**config.mk**
```make
export PLATFORM = sky130hd
export DESIGN_NAME = spc_pcx_req_issue
export DESIGN_NICKNAME = d
export VERILOG_FILES = /design/src/rtl/spc_pcx_req_issue.sv
export SDC_FILE = /design/constraint.sdc
export NUM_CORES = 1
export LEC_CHECK = 0
export CORE_MARGIN = 5
export CORE_UTILIZATION = 50
export CTS_CLUSTER_DIAMETER = 80
export DETAILED_ROUTE_END_ITERATION = 6
export HOLD_SLACK_MARGIN = 0.02
export PLACE_DENSITY_LB_ADDON = 0.05
export SYNTH_ARGS = -nofsm -noshare
export SYNTH_HDL_FRONTEND = slang
export SYNTH_SLANG_ARGS = --single-unit
```
**constraint.sdc**
```tcl
create_clock -name rclk -period 9.8 [get_ports rclk]
set_input_delay 1.96 -clock rclk [delete_from_list [all_inputs] [get_ports rclk]]
set_output_delay 1.96 -clock rclk [all_outputs]
set_load 0.005 [all_outputs]
```
**src/rtl/spc_pcx_req_issue.sv**
```systemverilog
// Core-side PCX request issuer: 2-entry in-order request FIFO, per-destination
// queue credits, and a two-cycle atomic (CAS) pair sequencer feeding the PQ/PA stages.
module spc_pcx_req_issue #(
  parameter int NDEST   = 5,
  parameter int PKTW    = 124,
  parameter int CREDITS = 2
) (
  input  logic             rclk,
  input  logic             reset,
  input  logic             req_vld,
  output logic             req_rdy,
  input  logic [NDEST-1:0] req_dest,
  input  logic             req_atom,
  input  logic [PKTW-1:0]  req_data,
  input  logic [NDEST-1:0] pcx_spc_grant_pa,
  output logic [NDEST-1:0] spc_pcx_req_pq,
  output logic             spc_pcx_atom_pq,
  output logic [PKTW-1:0]  spc_pcx_data_pa,
  output logic             credit_err
);

  localparam int CW        = $clog2(CREDITS + 1);
  localparam int ATOM_COST = 2;

  typedef enum logic {ST_IDLE, ST_ATOM2} state_t;

  state_t            r_state;
  logic [PKTW-1:0]   r_fifo_data [2];
  logic [NDEST-1:0]  r_fifo_dest [2];
  logic              r_fifo_atom [2];
  logic              r_rd_ptr;
  logic              r_wr_ptr;
  logic [1:0]        r_count;
  logic [CW-1:0]     r_credit [NDEST];
  logic [NDEST-1:0]  r_atom_dest;
  logic [PKTW-1:0]   r_data_pa;
  logic              r_err;

  logic              w_push;
  logic              w_pop;
  logic              w_issue;
  logic              w_cred_ok;
  logic              w_mismatch;
  logic [NDEST-1:0]  w_head_dest;
  logic              w_head_atom;
  logic [PKTW-1:0]   w_head_data;
  logic [NDEST-1:0]  w_issue_dest;
  logic [NDEST-1:0]  w_has_one;
  logic [NDEST-1:0]  w_is_full;
  logic [NDEST-1:0]  w_ovf;
  logic [CW-1:0]     w_dec [NDEST];
  logic [CW-1:0]     w_credit_next [NDEST];

  assign req_rdy     = (r_count != 2'd2);
  assign w_push      = req_vld & req_rdy;
  assign w_head_dest = r_fifo_dest[r_rd_ptr];
  assign w_head_atom = r_fifo_atom[r_rd_ptr];
  assign w_head_data = r_fifo_data[r_rd_ptr];

  // Issue decisions look only at registered credits, never at this cycle's grants.
  assign w_cred_ok = w_head_atom ? ((r_count == 2'd2) && |(w_head_dest & w_is_full))
                                 : |(w_head_dest & w_has_one);
  assign w_issue      = ~reset & (r_state == ST_IDLE) & (r_count != 2'd0) & w_cred_ok;
  assign w_issue_dest = w_issue ? w_head_dest : '0;
  assign w_pop        = w_issue | (r_state == ST_ATOM2);
  assign w_mismatch   = (r_state == ST_ATOM2) && (w_head_dest != r_atom_dest);

  generate
    for (genvar gi = 0; gi < NDEST; gi++) begin : g_dest
      assign w_has_one[gi] = (r_credit[gi] != '0);
      assign w_is_full[gi] = (r_credit[gi] == CW'(CREDITS));
      assign w_dec[gi]     = w_issue_dest[gi] ? (w_head_atom ? CW'(ATOM_COST) : CW'(1)) : '0;
      assign w_ovf[gi]     = pcx_spc_grant_pa[gi] & w_is_full[gi] & ~w_issue_dest[gi];
      assign w_credit_next[gi] = w_ovf[gi] ? r_credit[gi]
                               : r_credit[gi] - w_dec[gi] + CW'(pcx_spc_grant_pa[gi]);
    end
  endgenerate

  always_ff @(posedge rclk) begin
    if (w_push) begin
      r_fifo_data[r_wr_ptr] <= req_data;
      r_fifo_dest[r_wr_ptr] <= req_dest;
      r_fifo_atom[r_wr_ptr] <= req_atom;
    end
  end

  always_ff @(posedge rclk) begin
    if (reset) begin
      r_state     <= ST_IDLE;
      r_rd_ptr    <= 1'b0;
      r_wr_ptr    <= 1'b0;
      r_count     <= 2'd0;
      r_atom_dest <= '0;
      r_data_pa   <= '0;
      r_err       <= 1'b0;
      for (int i = 0; i < NDEST; i++) r_credit[i] <= CW'(CREDITS);
    end else begin
      if (w_push) r_wr_ptr <= ~r_wr_ptr;
      if (w_pop)  r_rd_ptr <= ~r_rd_ptr;
      r_count   <= r_count + 2'(w_push) - 2'(w_pop);
      r_data_pa <= w_pop ? w_head_data : '0;
      r_err     <= r_err | (|w_ovf) | w_mismatch;
      for (int i = 0; i < NDEST; i++) r_credit[i] <= w_credit_next[i];
      case (r_state)
        ST_IDLE: begin
          if (w_issue && w_head_atom) begin
            r_state     <= ST_ATOM2;
            r_atom_dest <= w_head_dest;
          end
        end
        ST_ATOM2: r_state <= ST_IDLE;
        default:  r_state <= ST_IDLE;
      endcase
    end
  end

  assign spc_pcx_req_pq  = w_issue_dest;
  assign spc_pcx_atom_pq = w_issue & w_head_atom;
  assign spc_pcx_data_pa = r_data_pa;
  assign credit_err      = r_err;

endmodule

```
==> PnR_summary.wiki, run 1 <==
{| class="wikitable"
! Metric !! Value
|-
| Switching share of total power || 24.79%
|-
| Post-Synthesis Net Count || 982
|-
| Wire length of the first global-routing pass || 40.72 mm
|-
| Number of synthesized flops with an enable pin || 260
|-
| # rows || 60
|-
| Number of buffers inserted by port buffering || 269
|-
| Core region area || 26880 µm²
|-
| Worst setup path end || spc_pcx_atom_pq
|-
| Most instantiated library cell after synthesis || edfxtp_1
|-
| Portion of the clock cycle consumed by the worst path in the final layout || 62.48%
|-
| Beginning of the critical path || reset
|-
| CTS Hold Bufs || 0
|-
| Summed area of non-filler cells in the final layout || 17990 µm²
|-
| Cell internal power dissipation || 0.003431 W
|-
| Growth of design area from synthesis to finish || 32.01%
|-
| Sw power || 0.001131 W
|-
| Resize count post-CTS || 0
|-
| Final std cells w/o fill || 1496
|-
| Top cell type's share of synthesized area || 57.31%
|-
| Buffer levels on the longest clock path || 3
|-
| Worst-case hold slack || 0.4708 ns
|-
| Maximum clock rate || 163.3 MHz
|-
| Worst Clk Skew || 0.01593 ns
|-
| Kind of end point of the critical path || primary output
|-
| Total CTS buffers || 42
|-
| Total wirelength of the detailed-routed design || 26.65 mm
|-
| Clk network pwr share || 33.4%
|-
| Starting utilization of the core area || 50.69%
|-
| Total via count in the routed design || 7356
|-
| Worst-Skew Late Latency || 0.52 ns
|-
| Fraction of layout cells with a size suffix above 1 || 6.672%
|-
| Setup Crit Path Kind || input port to primary output
|-
| Starting DRT DRC Count || 348
|-
| Highest ir drop seen on vdd || 0.0001761 V
|-
| Crit path required time || 7.84 ns
|-
| Endpoint of the lowest-slack register-to-register path || spc_pcx_data_pa[96]$_SDFF_PP0_
|-
| Combinational cell fraction of total power || 18.6%
|-
| Max_cap viols || 0
|-
| HPWL after DPL || 16.79 mm
|-
| Mapped Area || 13620 µm²
|-
| Post-layout minimum cycle time || 6.123 ns
|-
| Overall overflow remaining after global route || 0
|-
| Number of DRC violations after detailed routing || 0
|-
| CTS tree || built
|-
| Number of setup buffers added after CTS || 0
|-
| Setup slack on the worst flop-to-flop path || 5.97 ns
|-
| Number of routed nets with antenna violations || 0
|-
| Num ports || 270
|-
| Result of the run || finished, final reports clean
|-
| Top FF cell, synth || edfxtp_1
|-
| LEAKAGE || 6.290 nW
|-
| H-tree depth reported by CTS || 2
|-
| Data arrival time of the worst path || 4.16 ns
|-
| Die span in y || 175.1 µm
|-
| Largest net degree at the start of global routing || 74
|-
| Number of instances in the synthesized netlist || 832
|-
| Die span in x || 175.1 µm
|-
| RSZ-0062 raised after global routing || false
|-
| Most frequent cells after synthesis || edfxtp_1, nor2_1, dfxtp_1, mux2i_1, xnor2_1
|-
| Dominant cells by area after synthesis || edfxtp_1, dfxtp_1, mux2i_1, nor2_1, xnor2_1
|-
| Startpoint class of the critical path || input port
|-
| Largest area contributor in the synthesized netlist || edfxtp_1
|-
| Number of clock sinks seen by CTS || 406
|-
| Overall routing resource usage || 16.98%
|-
| Count of TritonRoute iterations in the first routing pass || 6
|-
| Via count of the first global-routing pass || 7614
|-
| Sequential area share after synthesis || 78.76%
|-
| Fraction of power consumed by sequential logic || 47.9%
|-
| DR vias/cell || 4.917
|-
| Die Footprint || 30650 µm²
|-
| Average wire length per cell after detail routing || 17.81 µm
|-
| Worst slew margin relative to its limit || 31.03%
|-
| Register clock-pin slew on the reported worst setup and hold paths || 0.05 ns
|-
| Min-Delay Path Class || flop to flop
|-
| Synthesized area per cell || 16.38 µm²
|-
| Number of cells on the worst reg-to-reg path || 7
|-
| Number of failing hold endpoints at the final stage || 0
|-
| Warnings from Yosys || 0
|-
| Weighted congestion at the end of routability-driven global placement || 0.7962
|-
| Share of flip-flops with an asynchronous set or reset after synthesis || 0%
|-
| Endpoints failing setup || 0
|-
| Placed Instance Area || 16630 µm²
|-
| Library cells used by synthesis || 36
|-
| Number of nets in the layout || 1271
|-
| Count of final max-slew check failures || 0
|-
| Final setup TNS || 0 ns
|-
| Max FO, Critical Path || 16
|-
| Placed cell count || 1418
|-
| Count of state elements after synthesis || 406
|-
| Antenna violations before repair || 5
|-
| Cell at the root of the clock tree || clkbuf_16
|-
| Transition time at the pin with the least slew margin || 1.035 ns
|-
| Power density of the placed cells || 253.7 nW/µm²
|}
-- flip-flops by register name (all words and copies together) (netlist names), named ones only --
name / count
r_fifo_data: 248
spc_pcx_data_pa: 124
r_credit: 10
r_fifo_dest: 10
r_atom_dest: 5
r_count: 2
r_fifo_atom: 2
credit_err: 1
r_rd_ptr: 1
r_state: 1
r_wr_ptr: 1
-- per-layer routing --
layer | up-vias | global-route usage [%] | routed length (µm)
li1 | 3561 | - | -
met1 | 3514 | 21.49 | 11110
met2 | 219 | 28.45 | 13040
met3 | 54 | 5.236 | 1882
met4 | 8 | 4.910 | 563
met5 | - | 0 | 52
-- final cells by class --
cell class | count | area, µm²
Sequential cell | 406 | 10730
Fill cell | 1898 | 8890
Timing Repair Buffer | 275 | 2738
Multi-Input combinational cell | 380 | 2669
Clock buffer | 64 | 1236
Tap cell | 341 | 426.7
Clock inverter | 13 | 120.1
Inverter | 16 | 60.06
Antenna cell | 1 | 2.502
-- per-stage QoR --
stage / total power (W) / util, % / worst slack [ns]
floorplan: 0.002774 / - / 1.725
global placement: 0.003077 / 61.87 / 3.717
detailed placement: 0.003089 / 61.87 / 3.695
CTS: 0.004627 / 66.91 / 3.685
global route: 0.004788 / 66.92 / 3.557
finish: 0.004562 / 66.92 / 3.677
-- worst min path at each step --
stage,start,endpoint,depth (start not counted)
3_3_place_gp,r_atom_dest[1]$_SDFFE_PP0P_,r_atom_dest[1]$_SDFFE_PP0P_,1
6_report,r_fifo_data[0][6]$_DFFE_PP_,spc_pcx_data_pa[6]$_SDFF_PP0_,2
2_1_floorplan,r_atom_dest[0]$_SDFFE_PP0P_,r_atom_dest[0]$_SDFFE_PP0P_,1
5_1_grt,r_fifo_data[0][6]$_DFFE_PP_,spc_pcx_data_pa[6]$_SDFF_PP0_,2
4_1_cts,r_fifo_data[0][84]$_DFFE_PP_,spc_pcx_data_pa[84]$_SDFF_PP0_,2
3_5_place_dp,r_fifo_data[0][55]$_DFFE_PP_,spc_pcx_data_pa[55]$_SDFF_PP0_,2
-- critical path: stages --
cell,delay [ns]
clkdlybuf4s50_1,0.72
or4_1,0.62
a21o_1,0.25
inv_1,0.11
clkdlybuf4s50_1,0.50
-- cells in the final DEF (no fill, tap or decap), drive strengths merged, types with 2 or more instances in the layout --
cell type	synthesis	layout
mux2i	130	130
a31oi	5	5
nor2	153	153
xor2	3	3
edfxtp	260	260
ha	12	12
mux2	5	5
nand2	13	13
a221oi	2	2
a21o	5	5
o22ai	2	2
a21oi	5	5
clkdlybuf4s50	0	269
clkinv	0	10
and2	6	6
inv	16	17
xnor2	21	21
nor2b	6	6
clkbuf	15	64
bufinv	0	2
buf	15	6
dfxtp	146	146
-- logic make-up (layout without fill, tap and decap cells) --
family	after synthesis	after routing	synth area share [%]
AO/OA/AOI/OAI	25	25	1.451
XOR/XNOR	24	24	1.543
adder cells (fa/ha/maj)	12	12	1.102
buffers and inverters	46	368	1.763
flip-flops	406	406	78.76
multiplexers	135	135	9.992
other	0	1	0
AND/OR/NAND/NOR	184	184	5.391
-- power groups by stage --
stage,sequential [W],clock [W],combinational (W)
floorplan,0.00223,0,0.000543
global placement,0.00222,0,0.000860
detailed placement,0.00222,0,0.000866
CTS,0.00219,0.00157,0.000871
global route,0.00221,0.00165,0.000932
finish,0.00219,0.00152,0.000851
Power figures use the tool's default switching activity.
==> inputs of run 2 (changes only) <==
clock period = 6.25 ns   (was 9.8 ns; I/O delays follow)
==> PnR_summary.wiki, run 2 (same netlist as run 1, synthesis figures left out) <==
{| class="wikitable"
! Metric !! Value
|-
| Overall power || 0.006994 W
|-
| CTS Hold Bufs || 0
|-
| Power density of the placed cells || 390.8 nW/µm²
|-
| Via count of the first global-routing pass || 7549
|-
| Number of clock sinks seen by CTS || 406
|-
| Amount of wire on met2 after detailed routing || 12.92 mm
|-
| Number of filler cells placed in the layout || 1954
|-
| Kind of cell adding the most delay to the critical path || buffers and inverters
|-
| Buffer levels on the longest clock path || 3
|-
| Core region area || 26880 µm²
|-
| Antenna violations before repair || 4
|-
| Portion of the clock cycle consumed by the worst path in the final layout || 75.65%
|-
| Overall routing resource usage || 17.16%
|-
| Setup slack on the worst flop-to-flop path || 2.70 ns
|-
| Number of failing hold endpoints at the final stage || 0
|-
| LEAKAGE || 6.246 nW
|-
| Number of nets in the layout || 1272
|-
| Resize count post-CTS || 0
|-
| Average wire length per cell after detail routing || 17.87 µm
|-
| CP Cell Sequence || clkdlybuf4s50_1, or4_1, a21o_1, inv_1, clkdlybuf4s50_1
|-
| Num ports || 270
|-
| Fraction of power consumed by sequential logic || 49.8%
|-
| Worst-Skew Late Latency || 0.52 ns
|-
| Setup WS pre-CTS || 1.542 ns
|-
| Reg with most FFs || r_fifo_data
|-
| CTS tree || built
|-
| Endpoints failing setup || 0
|-
| Placed cell count || 1419
|-
| Maximum clock rate || 211.5 MHz
|-
| Kind of end point of the critical path || primary output
|-
| Die span in x || 175.1 µm
|-
| Data arrival time of the worst path || 3.48 ns
|-
| Logic depth of the worst path, buffers included || 5
|-
| Peak per-stage delay on the critical path || 0.73 ns
|-
| Worst slew margin relative to its limit || 30.54%
|-
| Startpoint class of the critical path || input port
|-
| Overall overflow remaining after global route || 0
|-
| Wire length of the first global-routing pass || 41.12 mm
|-
| Crit path required time || 5.00 ns
|-
| Number of routed nets with antenna violations || 0
|-
| Met3 wire len || 2.137 mm
|-
| Die span in y || 175.1 µm
|-
| Count of final max-slew check failures || 0
|-
| Register clock-pin slew on the reported worst setup and hold paths || 0.06 ns
|-
| Starting DRT DRC Count || 389
|-
| Hold Path Stages || 2
|-
| Transition time at the pin with the least slew margin || 1.039 ns
|-
| Highest ir drop seen on vdd || 0.0002755 V
|-
| Max FO, Critical Path || 16
|-
| Endpoint of the lowest-slack register-to-register path || spc_pcx_data_pa[106]$_SDFF_PP0_
|-
| Summed area of non-filler cells in the final layout || 17900 µm²
|-
| Number of cells on the worst reg-to-reg path || 7
|-
| Sink of the worst hold path || spc_pcx_data_pa[25]$_SDFF_PP0_
|-
| Min-Delay Path Class || flop to flop
|-
| Max FFs per register || 248
|-
| Weighted congestion at the end of routability-driven global placement || 0.8624
|-
| DR vias/cell || 4.892
|-
| Number of DRC violations after detailed routing || 0
|-
| Hold Path Origin || r_fifo_data[0][25]$_DFFE_PP_
|-
| Placed Instance Area || 16660 µm²
|-
| Post-layout minimum cycle time || 4.728 ns
|-
| Most used cells in the layout excluding fill and tap cells || clkdlybuf4s50_1, edfxtp_1, nor2_1
|-
| Max_cap viols || 0
|-
| Fraction of layout cells with a size suffix above 1 || 6.586%
|-
| Critical-path cell with the highest stage delay || clkdlybuf4s50_1
|-
| Starting utilization of the core area || 50.69%
|-
| Total CTS buffers || 42
|-
| Total wirelength of the detailed-routed design || 26.71 mm
|-
| Number of setup buffers added after CTS || 0
|-
| Clk network pwr share || 31.8%
|-
| Number of buffers inserted by port buffering || 269
|-
| Die Footprint || 30650 µm²
|-
| Cell internal power dissipation || 0.005216 W
|-
| H-tree depth reported by CTS || 2
|-
| Combinational cell fraction of total power || 18.5%
|-
| Sw power || 0.001778 W
|-
| Total via count in the routed design || 7314
|-
| Critical path buffers and inverters || 3
|-
| Growth of design area from synthesis to finish || 31.35%
|-
| Top routing layer in use || met5
|-
| # rows || 60
|-
| Final std cells w/o fill || 1495
|-
| Cell at the root of the clock tree || clkbuf_16
|-
| RSZ-0062 raised after global routing || false
|-
| Most common cell after layout, fill and taps aside || clkdlybuf4s50_1
|-
| Antenna diode instance count || 0
|-
| HPWL after DPL || 16.94 mm
|-
| Count of TritonRoute iterations in the first routing pass || 6
|-
| Setup Crit Path Kind || input port to primary output
|-
| Worst-case setup margin in the final layout || 1.522 ns
|-
| Final setup TNS || 0 ns
|-
| Result of the run || finished, final reports clean
|-
| Switching share of total power || 25.42%
|-
| Cell with the most instances on the worst path || clkdlybuf4s50_1
|-
| M1 wire length || 11.19 mm
|-
| Worst Clk Skew || 0.01391 ns
|-
| Largest net degree at the start of global routing || 77
|}
[run 2: final cells by class]
| class | instances | area (µm²) | share of cell area (%) |
|---|---|---|---|
| Sequential cell | 406 | 10730 | 59.98 |
| Tap cell | 341 | 426.7 | 2.384 |
| Inverter | 16 | 60.06 | 0.3356 |
| Clock inverter | 16 | 87.58 | 0.4894 |
| Timing Repair Buffer | 276 | 2770 | 15.48 |
| Clock buffer | 60 | 1149 | 6.418 |
| Multi-Input combinational cell | 380 | 2669 | 14.91 |
[run 2: metrics by stage]
stage / util (%) / hold slack [ns]
final: 66.59 / 0.4706
after CTS: 66.59 / 0.4709
after floorplan: - / 0.4480
after global placement: 61.99 / 0.4540
after global routing: 66.59 / 0.4892
after detailed placement: 61.99 / 0.4630
[run 2: worst max-delay path by stage]
stage                        from                       end  slack, ns
after floorplan           req_vld  r_fifo_atom[0]$_DFFE_PP_       1.08
after global placement      reset           spc_pcx_atom_pq       1.60
after detailed placement    reset           spc_pcx_atom_pq       1.54
after CTS                   reset           spc_pcx_atom_pq       1.54
after global routing        reset           spc_pcx_atom_pq       1.46
final                       reset           spc_pcx_atom_pq       1.52
[run 2: worst reg2reg max path, cell delays in order (launching register included)]
cell     delay, ns
dfxtp_1       0.67
mux2i_1       0.58
o22ai_1       0.17
o311a_4       0.44
a21oi_2       0.21
or2_4         0.75
buf_4         0.50
nor2_1        0.11
[run 2: power groups by stage]
stage                     Clock [W]  Sequential (W)  Combinational (W)
after floorplan                   0         0.00348           0.000852
after global placement            0         0.00353            0.00130
after detailed placement          0         0.00354            0.00131
after CTS                   0.00228         0.00349            0.00132
after global routing        0.00240         0.00352            0.00142
final                       0.00222         0.00348            0.00129
[run 2: metal layers]
| metal | global-route usage, % | vias to the layer above |
|---|---|---|
| met2 | 28.81 | 212 |
| met4 | 4.419 | 8 |
| met5 | 0 | - |
| met1 | 21.53 | 3501 |
| met3 | 5.885 | 37 |
| li1 | - | 3556 |
==> inputs of run 3 (changes only) <==
CORE_UTILIZATION = 46   (was 50)
clock period = 4.3 ns   (was 6.25 ns; I/O delays follow)
==> PnR_summary.wiki, run 3 (same netlist as run 1, synthesis figures left out) <==
{| class="wikitable"
! Metric !! Value
|-
| Growth of design area from synthesis to finish || 32.97%
|-
| Cell internal power dissipation || 0.007829 W
|-
| Total via count in the routed design || 7398
|-
| Via count of the first global-routing pass || 7487
|-
| Overall power || 0.01042 W
|-
| CTS Hold Bufs || 0
|-
| Die span in y || 182.1 µm
|-
| Sw power || 0.002591 W
|-
| Largest net degree at the start of global routing || 125
|-
| Cell at the root of the clock tree || clkbuf_16
|-
| Count of TritonRoute iterations in the first routing pass || 4
|-
| Max FFs per register || 248
|-
| Number of buffers inserted by port buffering || 269
|-
| Fraction of layout cells with a size suffix above 1 || 6.828%
|-
| Number of routed nets with antenna violations || 0
|-
| Reg with most FFs || r_fifo_data
|-
| Resize count post-CTS || 0
|-
| Combinational cell fraction of total power || 19.0%
|-
| H-tree depth reported by CTS || 2
|-
| RSZ-0062 raised after global routing || false
|-
| Number of nets in the layout || 1274
|-
| Buffer levels on the longest clock path || 3
|-
| HPWL after DPL || 16.83 mm
|-
| Clk network pwr share || 33.3%
|-
| Total CTS buffers || 43
|-
| Startpoint class of the critical path || flop
|-
| Number of DRC violations after detailed routing || 0
|-
| Most common cell after layout, fill and taps aside || clkdlybuf4s50_1
|-
| Number of setup buffers added after CTS || 0
|-
| Count of final max-slew check failures || 0
|-
| Core region area || 29480 µm²
|-
| Wire length of the first global-routing pass || 42.08 mm
|-
| Antenna violations before repair || 5
|-
| Overall overflow remaining after global route || 0
|-
| LEAKAGE || 6.313 nW
|-
| Register clock-pin slew on the reported worst setup and hold paths || 0.06 ns
|-
| Sequential Area || 10730 µm²
|-
| DR vias/cell || 4.773
|-
| Total wirelength of the detailed-routed design || 27.14 mm
|-
| Number of clock sinks seen by CTS || 406
|-
| Weighted congestion at the end of routability-driven global placement || 0.8502
|-
| Kind of end point of the critical path || primary output
|-
| Crit path required time || 3.44 ns
|-
| Data arrival time of the worst path || 3.00 ns
|-
| Worst-Skew Late Latency || 0.51 ns
|-
| Multi-input logic area || 2669 µm²
|-
| Switching share of total power || 24.87%
|-
| Final setup TNS || 0 ns
|-
| Overall routing resource usage || 16.06%
|-
| Num ports || 270
|-
| # rows || 63
|-
| Average wire length per cell after detail routing || 17.51 µm
|-
| Power density of the placed cells || 575.2 nW/µm²
|-
| Worst-case hold slack || 0.4700 ns
|-
| Result of the run || finished, final reports clean
|-
| Starting utilization of the core area || 46.21%
|-
| Post-layout minimum cycle time || 3.857 ns
|-
| Transition time at the pin with the least slew margin || 0.8965 ns
|-
| CTS tree || built
|-
| Max_cap viols || 0
|-
| Setup Crit Path Kind || flop to primary output
|-
| Starting DRT DRC Count || 396
|-
| Worst Clk Skew || 0.01048 ns
|-
| Endpoints failing setup || 0
|-
| Worst slew margin relative to its limit || 40.23%
|-
| Portion of the clock cycle consumed by the worst path in the final layout || 89.70%
|-
| Highest ir drop seen on vdd || 0.0003972 V
|-
| Die span in x || 182.1 µm
|-
| Max FO, Critical Path || 11
|-
| Min-Delay Path Class || flop to flop
|-
| Die Footprint || 33160 µm²
|-
| Fraction of power consumed by sequential logic || 47.6%
|-
| Most used cells in the layout excluding fill and tap cells || clkdlybuf4s50_1, edfxtp_1, nor2_1
|-
| Number of filler cells placed in the layout || 2258
|-
| Number of failing hold endpoints at the final stage || 0
|-
| Maximum clock rate || 259.3 MHz
|}
-- run 3: changes by cell type in the layout (fill, tap and decap cells not counted), sizes merged --
cell / delta
clkinv: -2
inv: +1
buf: +1
bufinv: +3
diode: +3
-- run 3: path summary, 6_finish.rpt --
| kind | startpoint | endpoint | slack, ns | depth (start not counted) |
|---|---|---|---|---|
| setup / recovery | flop | spc_pcx_req_pq[4] | 0.44 | 6 |
| hold / removal | r_fifo_data[0][85]$_DFFE_PP_ | spc_pcx_data_pa[85]$_SDFF_PP0_ | 0.47 | 2 |
| hold reg to reg | r_fifo_data[0][85]$_DFFE_PP_ | spc_pcx_data_pa[85]$_SDFF_PP0_ | 0.47 | 2 |
| setup reg to reg | flop | r_credit[0][9]$_SDFFE_PP1N_ | 1.08 | 12 |
-- run 3: per-layer routing --
layer  wire, µm  GRT usage [%]  vias up
met3       2021          5.342       40
met5         41              0        -
met2      12960          25.67      212
met1      11510          20.93     3582
li1           -              -     3558
met4        605          5.164        6
-- run 3: power by group through the flow --
| stage | sequential, W | combinational, W | clock [W] |
|---|---|---|---|
| 4_1_cts | 0.00497 | 0.00204 | 0.00358 |
| 2_1_floorplan | 0.00503 | 0.00124 | 0 |
| 5_1_grt | 0.00501 | 0.00218 | 0.00376 |
| 3_5_place_dp | 0.00504 | 0.00204 | 0 |
| 3_3_place_gp | 0.00503 | 0.00202 | 0 |
| 6_report | 0.00496 | 0.00198 | 0.00347 |
-- run 3: final cells by class --
type | instances | area share [%]
Sequential cell | 406 | 59.25
Timing Repair Buffer | 277 | 15.54
Multi-Input combinational cell | 380 | 14.73
Clock buffer | 60 | 6.513
Tap cell | 390 | 2.694
Clock inverter | 18 | 0.8979
Inverter | 16 | 0.3315
Antenna cell | 3 | 0.04144
-- run 3: per-stage QoR --
stage / util (%) / worst slack [ns] / instance area (µm²) / std cells
2_1_floorplan: - / 0.9683 / 13630 / 832
3_3_place_gp: 56.87 / 0.7139 / 16770 / 1469
3_5_place_dp: 56.87 / 0.7015 / 16770 / 1469
4_1_cts: 61.43 / 0.3967 / 18110 / 1547
5_1_grt: 61.44 / 0.2486 / 18110 / 1549
6_report: 61.45 / 0.4428 / 18120 / 1550
-- run 3: worst max-delay path, cell delays in order, from the launching register on --
cell and delay [ns]:
dfxtp_1 0.68, mux2i_1 0.49, o22ai_1 0.18, o311a_4 0.43, nand2_1 0.14, nor2_1 0.08
clkdlybuf4s50_1 0.47
